### config.mk
export PLATFORM = sky130hd
export DESIGN_NAME = serial_adder_ctrl
export DESIGN_NICKNAME = d
export VERILOG_FILES = /design/src/rtl/serial_adder_ctrl.sv
export SDC_FILE = /design/constraint.sdc
export NUM_CORES = 1
export LEC_CHECK = 0
export CORE_ASPECT_RATIO = 0.7
export CORE_MARGIN = 2
export CORE_UTILIZATION = 49
export CTS_CLUSTER_DIAMETER = 150
export DETAILED_ROUTE_END_ITERATION = 16
export HOLD_SLACK_MARGIN = 0.06
export PLACE_DENSITY = 0.75
export SYNTH_ARGS = -nofsm -noshare
export SYNTH_HDL_FRONTEND = slang
export SYNTH_SLANG_ARGS = --single-unit
export TNS_END_PERCENT = 10
### constraint.sdc
create_clock -name clk -period 4 [get_ports clk]
set_input_delay 0.8 -clock clk [delete_from_list [all_inputs] [get_ports clk]]
set_output_delay 0.8 -clock clk [all_outputs]
set_load 0.01 [all_outputs]
### src/rtl/serial_adder_ctrl.sv
// Sequences a WIDTH-bit ripple addition through a shared 1-bit full-adder FSM,
// one bit per ISSUE/CLEAR pass, LSB first, with valid/ready on both sides.
module serial_adder_ctrl #(
  parameter int WIDTH   = 4,
  parameter int ADD_LAT = 2
) (
  input  logic             clk,
  input  logic             NRST,
  input  logic             in_valid,
  output logic             in_ready,
  input  logic [WIDTH-1:0] in_a,
  input  logic [WIDTH-1:0] in_b,
  input  logic             in_cin,
  input  logic             abort,
  output logic             out_valid,
  input  logic             out_ready,
  output logic [WIDTH-1:0] out_sum,
  output logic             out_cout,
  output logic             busy,
  output logic             add_start,
  output logic             add_rst,
  output logic             add_a,
  output logic             add_b,
  output logic             add_cin,
  input  logic             add_s,
  input  logic             add_cout
);

  localparam int IDXW = (WIDTH > 1) ? $clog2(WIDTH) : 1;
  localparam int LATW = (ADD_LAT > 1) ? $clog2(ADD_LAT) : 1;
  localparam logic [IDXW-1:0] IDX_LAST = IDXW'(WIDTH - 1);
  localparam logic [LATW-1:0] LAT_LAST = LATW'(ADD_LAT - 1);

  typedef enum logic [1:0] {IDLE, ISSUE, CLEAR, DONE} state_t;

  state_t            state_q, state_d;
  logic [IDXW-1:0]   idx_q, idx_d, idx_nxt;
  logic [LATW-1:0]   lat_q, lat_d;
  logic [WIDTH-1:0]  a_q, a_d;
  logic [WIDTH-1:0]  b_q, b_d;
  logic [WIDTH-1:0]  sum_q, sum_d;
  logic              carry_q, carry_d;
  logic              abort_q, abort_d;
  logic              capture;

  logic              in_ready_q, in_ready_d;
  logic              out_valid_q, out_valid_d;
  logic [WIDTH-1:0]  out_sum_q, out_sum_d;
  logic              out_cout_q, out_cout_d;
  logic              busy_q, busy_d;
  logic              add_start_q, add_start_d;
  logic              add_rst_q, add_rst_d;
  logic              add_a_q, add_a_d;
  logic              add_b_q, add_b_d;
  logic              add_cin_q, add_cin_d;

  assign idx_nxt = idx_q + 1'b1;

  always_comb begin
    state_d     = state_q;
    idx_d       = idx_q;
    lat_d       = lat_q;
    a_d         = a_q;
    b_d         = b_q;
    carry_d     = carry_q;
    abort_d     = abort_q;
    capture     = 1'b0;
    in_ready_d  = in_ready_q;
    out_valid_d = out_valid_q;
    out_sum_d   = out_sum_q;
    out_cout_d  = out_cout_q;
    add_start_d = add_start_q;
    add_rst_d   = add_rst_q;
    add_a_d     = add_a_q;
    add_b_d     = add_b_q;
    add_cin_d   = add_cin_q;

    case (state_q)
      IDLE: begin
        if (in_valid) begin
          a_d         = in_a;
          b_d         = in_b;
          carry_d     = in_cin;
          idx_d       = '0;
          lat_d       = '0;
          abort_d     = 1'b0;
          state_d     = ISSUE;
          in_ready_d  = 1'b0;
          add_start_d = 1'b1;
          add_a_d     = in_a[0];
          add_b_d     = in_b[0];
          add_cin_d   = in_cin;
        end
      end
      ISSUE: begin
        lat_d = lat_q + 1'b1;
        // Abort takes precedence over a capture landing on the same edge.
        if (abort || lat_q == LAT_LAST) begin
          if (abort) begin
            abort_d = 1'b1;
          end else begin
            capture = 1'b1;
            carry_d = add_cout;
          end
          state_d     = CLEAR;
          add_start_d = 1'b0;
          add_rst_d   = 1'b1;
          add_a_d     = 1'b0;
          add_b_d     = 1'b0;
          add_cin_d   = 1'b0;
        end
      end
      CLEAR: begin
        add_rst_d = 1'b0;
        if (abort_q || abort) begin
          state_d    = IDLE;
          in_ready_d = 1'b1;
        end else if (idx_q == IDX_LAST) begin
          state_d     = DONE;
          out_valid_d = 1'b1;
          out_sum_d   = sum_q;
          out_cout_d  = carry_q;
        end else begin
          idx_d       = idx_nxt;
          lat_d       = '0;
          state_d     = ISSUE;
          add_start_d = 1'b1;
          add_a_d     = a_q[idx_nxt];
          add_b_d     = b_q[idx_nxt];
          add_cin_d   = carry_q;
        end
      end
      DONE: begin
        if (out_ready) begin
          state_d     = IDLE;
          out_valid_d = 1'b0;
          in_ready_d  = 1'b1;
        end
      end
      default: begin
        state_d    = IDLE;
        in_ready_d = 1'b1;
      end
    endcase

    busy_d = (state_d != IDLE);
  end

  // Each sum bit is written only on the capture edge of its own pass.
  genvar gi;
  generate
    for (gi = 0; gi < WIDTH; gi++) begin : g_sum
      assign sum_d[gi] = (capture && (idx_q == IDXW'(gi))) ? add_s : sum_q[gi];
    end
  endgenerate

  always_ff @(posedge clk) begin
    if (!NRST) begin
      state_q     <= IDLE;
      idx_q       <= '0;
      lat_q       <= '0;
      a_q         <= '0;
      b_q         <= '0;
      sum_q       <= '0;
      carry_q     <= 1'b0;
      abort_q     <= 1'b0;
      in_ready_q  <= 1'b1;
      out_valid_q <= 1'b0;
      out_sum_q   <= '0;
      out_cout_q  <= 1'b0;
      busy_q      <= 1'b0;
      add_start_q <= 1'b0;
      add_rst_q   <= 1'b0;
      add_a_q     <= 1'b0;
      add_b_q     <= 1'b0;
      add_cin_q   <= 1'b0;
    end else begin
      state_q     <= state_d;
      idx_q       <= idx_d;
      lat_q       <= lat_d;
      a_q         <= a_d;
      b_q         <= b_d;
      sum_q       <= sum_d;
      carry_q     <= carry_d;
      abort_q     <= abort_d;
      in_ready_q  <= in_ready_d;
      out_valid_q <= out_valid_d;
      out_sum_q   <= out_sum_d;
      out_cout_q  <= out_cout_d;
      busy_q      <= busy_d;
      add_start_q <= add_start_d;
      add_rst_q   <= add_rst_d;
      add_a_q     <= add_a_d;
      add_b_q     <= add_b_d;
      add_cin_q   <= add_cin_d;
    end
  end

  assign in_ready  = in_ready_q;
  assign out_valid = out_valid_q;
  assign out_sum   = out_sum_q;
  assign out_cout  = out_cout_q;
  assign busy      = busy_q;
  assign add_start = add_start_q;
  assign add_rst   = add_rst_q;
  assign add_a     = add_a_q;
  assign add_b     = add_b_q;
  assign add_cin   = add_cin_q;

endmodule

==> metrics.txt <==
status=completed; Routed wire per std cell=15.21 um; Layout Cells excl Fill=roughly 250; HP Class=flip-flop to flip-flop; total power draw=1.254 mW; Clock Path Buffers=2; Area Overhead vs Synth=23.31%; Detailed Route Iter0 Violations=~140; antenna violations before repair=0; pwr/cell area=631.5 mW/mm2; I/O pins=29; chip height=51.97 um; Final #Nets=232; vias per cell=5.547; Slew headroom=37.51%; final instance area=0.001986 mm2; post-DP HPWL=2739 um; worst vdd ir=between 0.0002 and 0.0003 V; LEAKAGE=roughly 0.74 nW; H-Tree Level Count=2; Max Clk Rate=438.5 MHz; Worst path slowest cell=clkdlybuf4s50_1; reg2reg start=state_q[1]$_SDFF_PN0_; layout cell share with drive strength beyond 1=10.14%; ANT cells=0; TritonCTS clock tree=yes; Synth warnings=0; Die W=72.52 um; actual slew at the worst max-slew pin=around 0.94 ns; ys async rst share=0%; Worst Path Arrival=between 2 and 2.5 ns; buffers inserted by post-CTS timing repair=0; DR vias=around 1400; Synth Area per Inst=about 8.9 um2; synthesized net count=about 200; final wirelength=~3700 um; Initial Util=approximately half; core footprint=approximately 0.0031 mm2; Die ar.=roughly 0.0038 mm2; TritonCTS Buffers=5; CTS Hold Bufs=0; clk slew on worst S/H paths=0.06 ns; first-pass GRT wire length=about 6000 um; mapped cell area=between 0.0015 and 0.002 mm2; DRC=0; PortBufs=28; post-layout min period=between 2 and 2.5 ns; WHS Path Cells=2; Cells after Synth=180; row cnt=17; RSZ-0062 raised after global routing=no; hold endpoint=b_q[2]$_SDFFE_PN0P_; final hold vios=0; post-route ant nets=0; vias in the first global route=around 1300; post-CTS sizing=0; critical-path cell list=clkdlybuf4s50_1 -> o31a_2 -> a2111oi_4 -> nor3b_2 -> or2_1; dpl cell area=0.001893 mm2; Distinct cells, synth=roughly 40; Core Util, Final=63.08%; ratio of final minimum period to clock period=~57%; CP Launch Type=input pin; Most used DFF post-synth=dfxtp_1; Hold Slack=between 0.4 and 0.5 ns; max incr delay on CP=0.57 ns; number of flops mapped to enable cells by yosys=0; setup TNS=0 ns; clk_skew=between 0.01 and 0.015 ns; Required @ worst endpoint=between 4 and 5 ns; DP Cell Count=about 240; fin. max-slew vios=0; routability cong.=between 0.9 and 1; global-route usage over all layers=between 20% and 30%; Yosys reg bits=32; final setup fails=0; grt ovf=0; reg2reg path depth=6; largest net degree at the start of global routing=30; pre-CTS setup slack=~1.5 ns; CTS root buf=clkbuf_8; Num Clock Sinks=32; Min-Delay Startpoint=b_q[2]$_SDFFE_PN0P_; reg-to-reg setup timing slack=1.89 ns; Reg2Reg Capture Point=add_b$_SDFFE_PN0P_; endpoint type of the worst setup path=flip-flop; WS Path Type=input pin to flip-flop; Setup WS post-layout=1.720 ns; Clk Latency, worst-skew pair=roughly 0.28 ns; register area share after synthesis=39.78%; drt pass-1 iters=4; worst-path maximum fanout=8; max cap viols=0
## routing by layer
metal	routed length [um]	track usage [%]	vias to the layer above
li1	-	-	675
met1	1818	28.50	632
met4	39	8.025	0
met2	1662	34.24	45
met3	206	5.233	7
met5	0	0	-
## cell usage after synthesis, drive strengths merged, types with 2 or more instances
cell type | number | area, um2
dfxtp | 32 | 640.6
nand2 | 27 | 101.4
a21oi | 23 | 115.1
ha | 10 | 125.1
nand3 | 10 | 50.05
nor2 | 10 | 37.54
buf | 8 | 43.79
mux2i | 8 | 80.08
inv | 7 | 26.28
nand2b | 5 | 31.28
o21ai | 5 | 25.02
a311oi | 4 | 35.03
nor2b | 3 | 18.77
a2111oi | 2 | 42.54
clkbuf | 2 | 8.750
mux4 | 2 | 45.04
nor3 | 2 | 10.01
nor3b | 2 | 25.02
or2 | 2 | 12.52
or3 | 2 | 13.77
## cell type report
type	count	area, um2
Inverter	7	26.28
Timing Repair Buffer	29	287.8
Clock buffer	6	82.58
Fill cell	275	1162
Tap cell	38	47.55
Clock inverter	2	10.01
Sequential cell	32	640.6
Multi-Input combinational cell	131	890.9
## state kept, by name, summed over array words and instances (netlist names)
signal / flops
a_q: 4
b_q: 4
out_sum: 4
sum_q: 4
idx_q: 2
state_q: 2
abort_q: 1
add_a: 1
add_b: 1
add_cin: 1
add_rst: 1
add_start: 1
busy: 1
carry_q: 1
in_ready: 1
lat_q: 1
out_cout: 1
out_valid: 1
## logic make-up after synthesis
kind of cell	share of synthesized area, %
flip-flops	39.78
adder cells (fa/ha/maj)	7.770
AO/OA/AOI/OAI	17.09
AND/OR/NAND/NOR	22.69
buffers and inverters	4.895
multiplexers	7.770
## critical path, delay by kind of cell
| kind | cells | cell delay [ns] |
|---|---|---|
| AOI/OAI and AO/OA | 2 | 0.71 |
| buffers and inverters | 1 | 0.57 |
| and+or+nand+nor | 2 | 0.36 |
## how the worst max path moves through the flow
stage	start	to	slack, ns	cells past startpoint
2_1_floorplan	out_ready	busy$_SDFF_PN0_	2.21	4
5_1_grt	abort	add_b$_SDFFE_PN0P_	1.63	5
3_3_place_gp	abort	busy$_SDFF_PN0_	1.52	5
3_5_place_dp	abort	busy$_SDFF_PN0_	1.48	5
4_1_cts	abort	busy$_SDFF_PN0_	1.75	5
6_report	abort	busy$_SDFF_PN0_	1.72	5
## layout by cell type (no fill, tap or decap), types with 2 or more instances in the layout
| master | instances |
|---|---|
| dfxtp_1 | 32 |
| clkdlybuf4s50_1 | 28 |
| nand2_1 | 27 |
| a21oi_1 | 23 |
| nand3_1 | 10 |
| nor2_1 | 10 |
| ha_1 | 10 |
| mux2i_1 | 8 |
| inv_1 | 7 |
| clkbuf_8 | 6 |
| nand2b_1 | 5 |
| o21ai_0 | 4 |
| a311oi_1 | 4 |
| nor2b_1 | 3 |
| nor3b_2 | 2 |
| mux4_2 | 2 |
| nor3_1 | 2 |
| clkinv_2 | 2 |
## power breakdown
group | total (mW) | internal (mW) | switching [mW] | leakage, nW
combinational | 0.545 | 0.257 | 0.288 | 0.422
clock | 0.258 | 0.137 | 0.121 | 0.0510
sequential | 0.451 | 0.390 | 0.0614 | 0.262
total | 1.25 | 0.784 | 0.470 | 0.735
No activity file was read; power rests on OpenSTA's default activity.
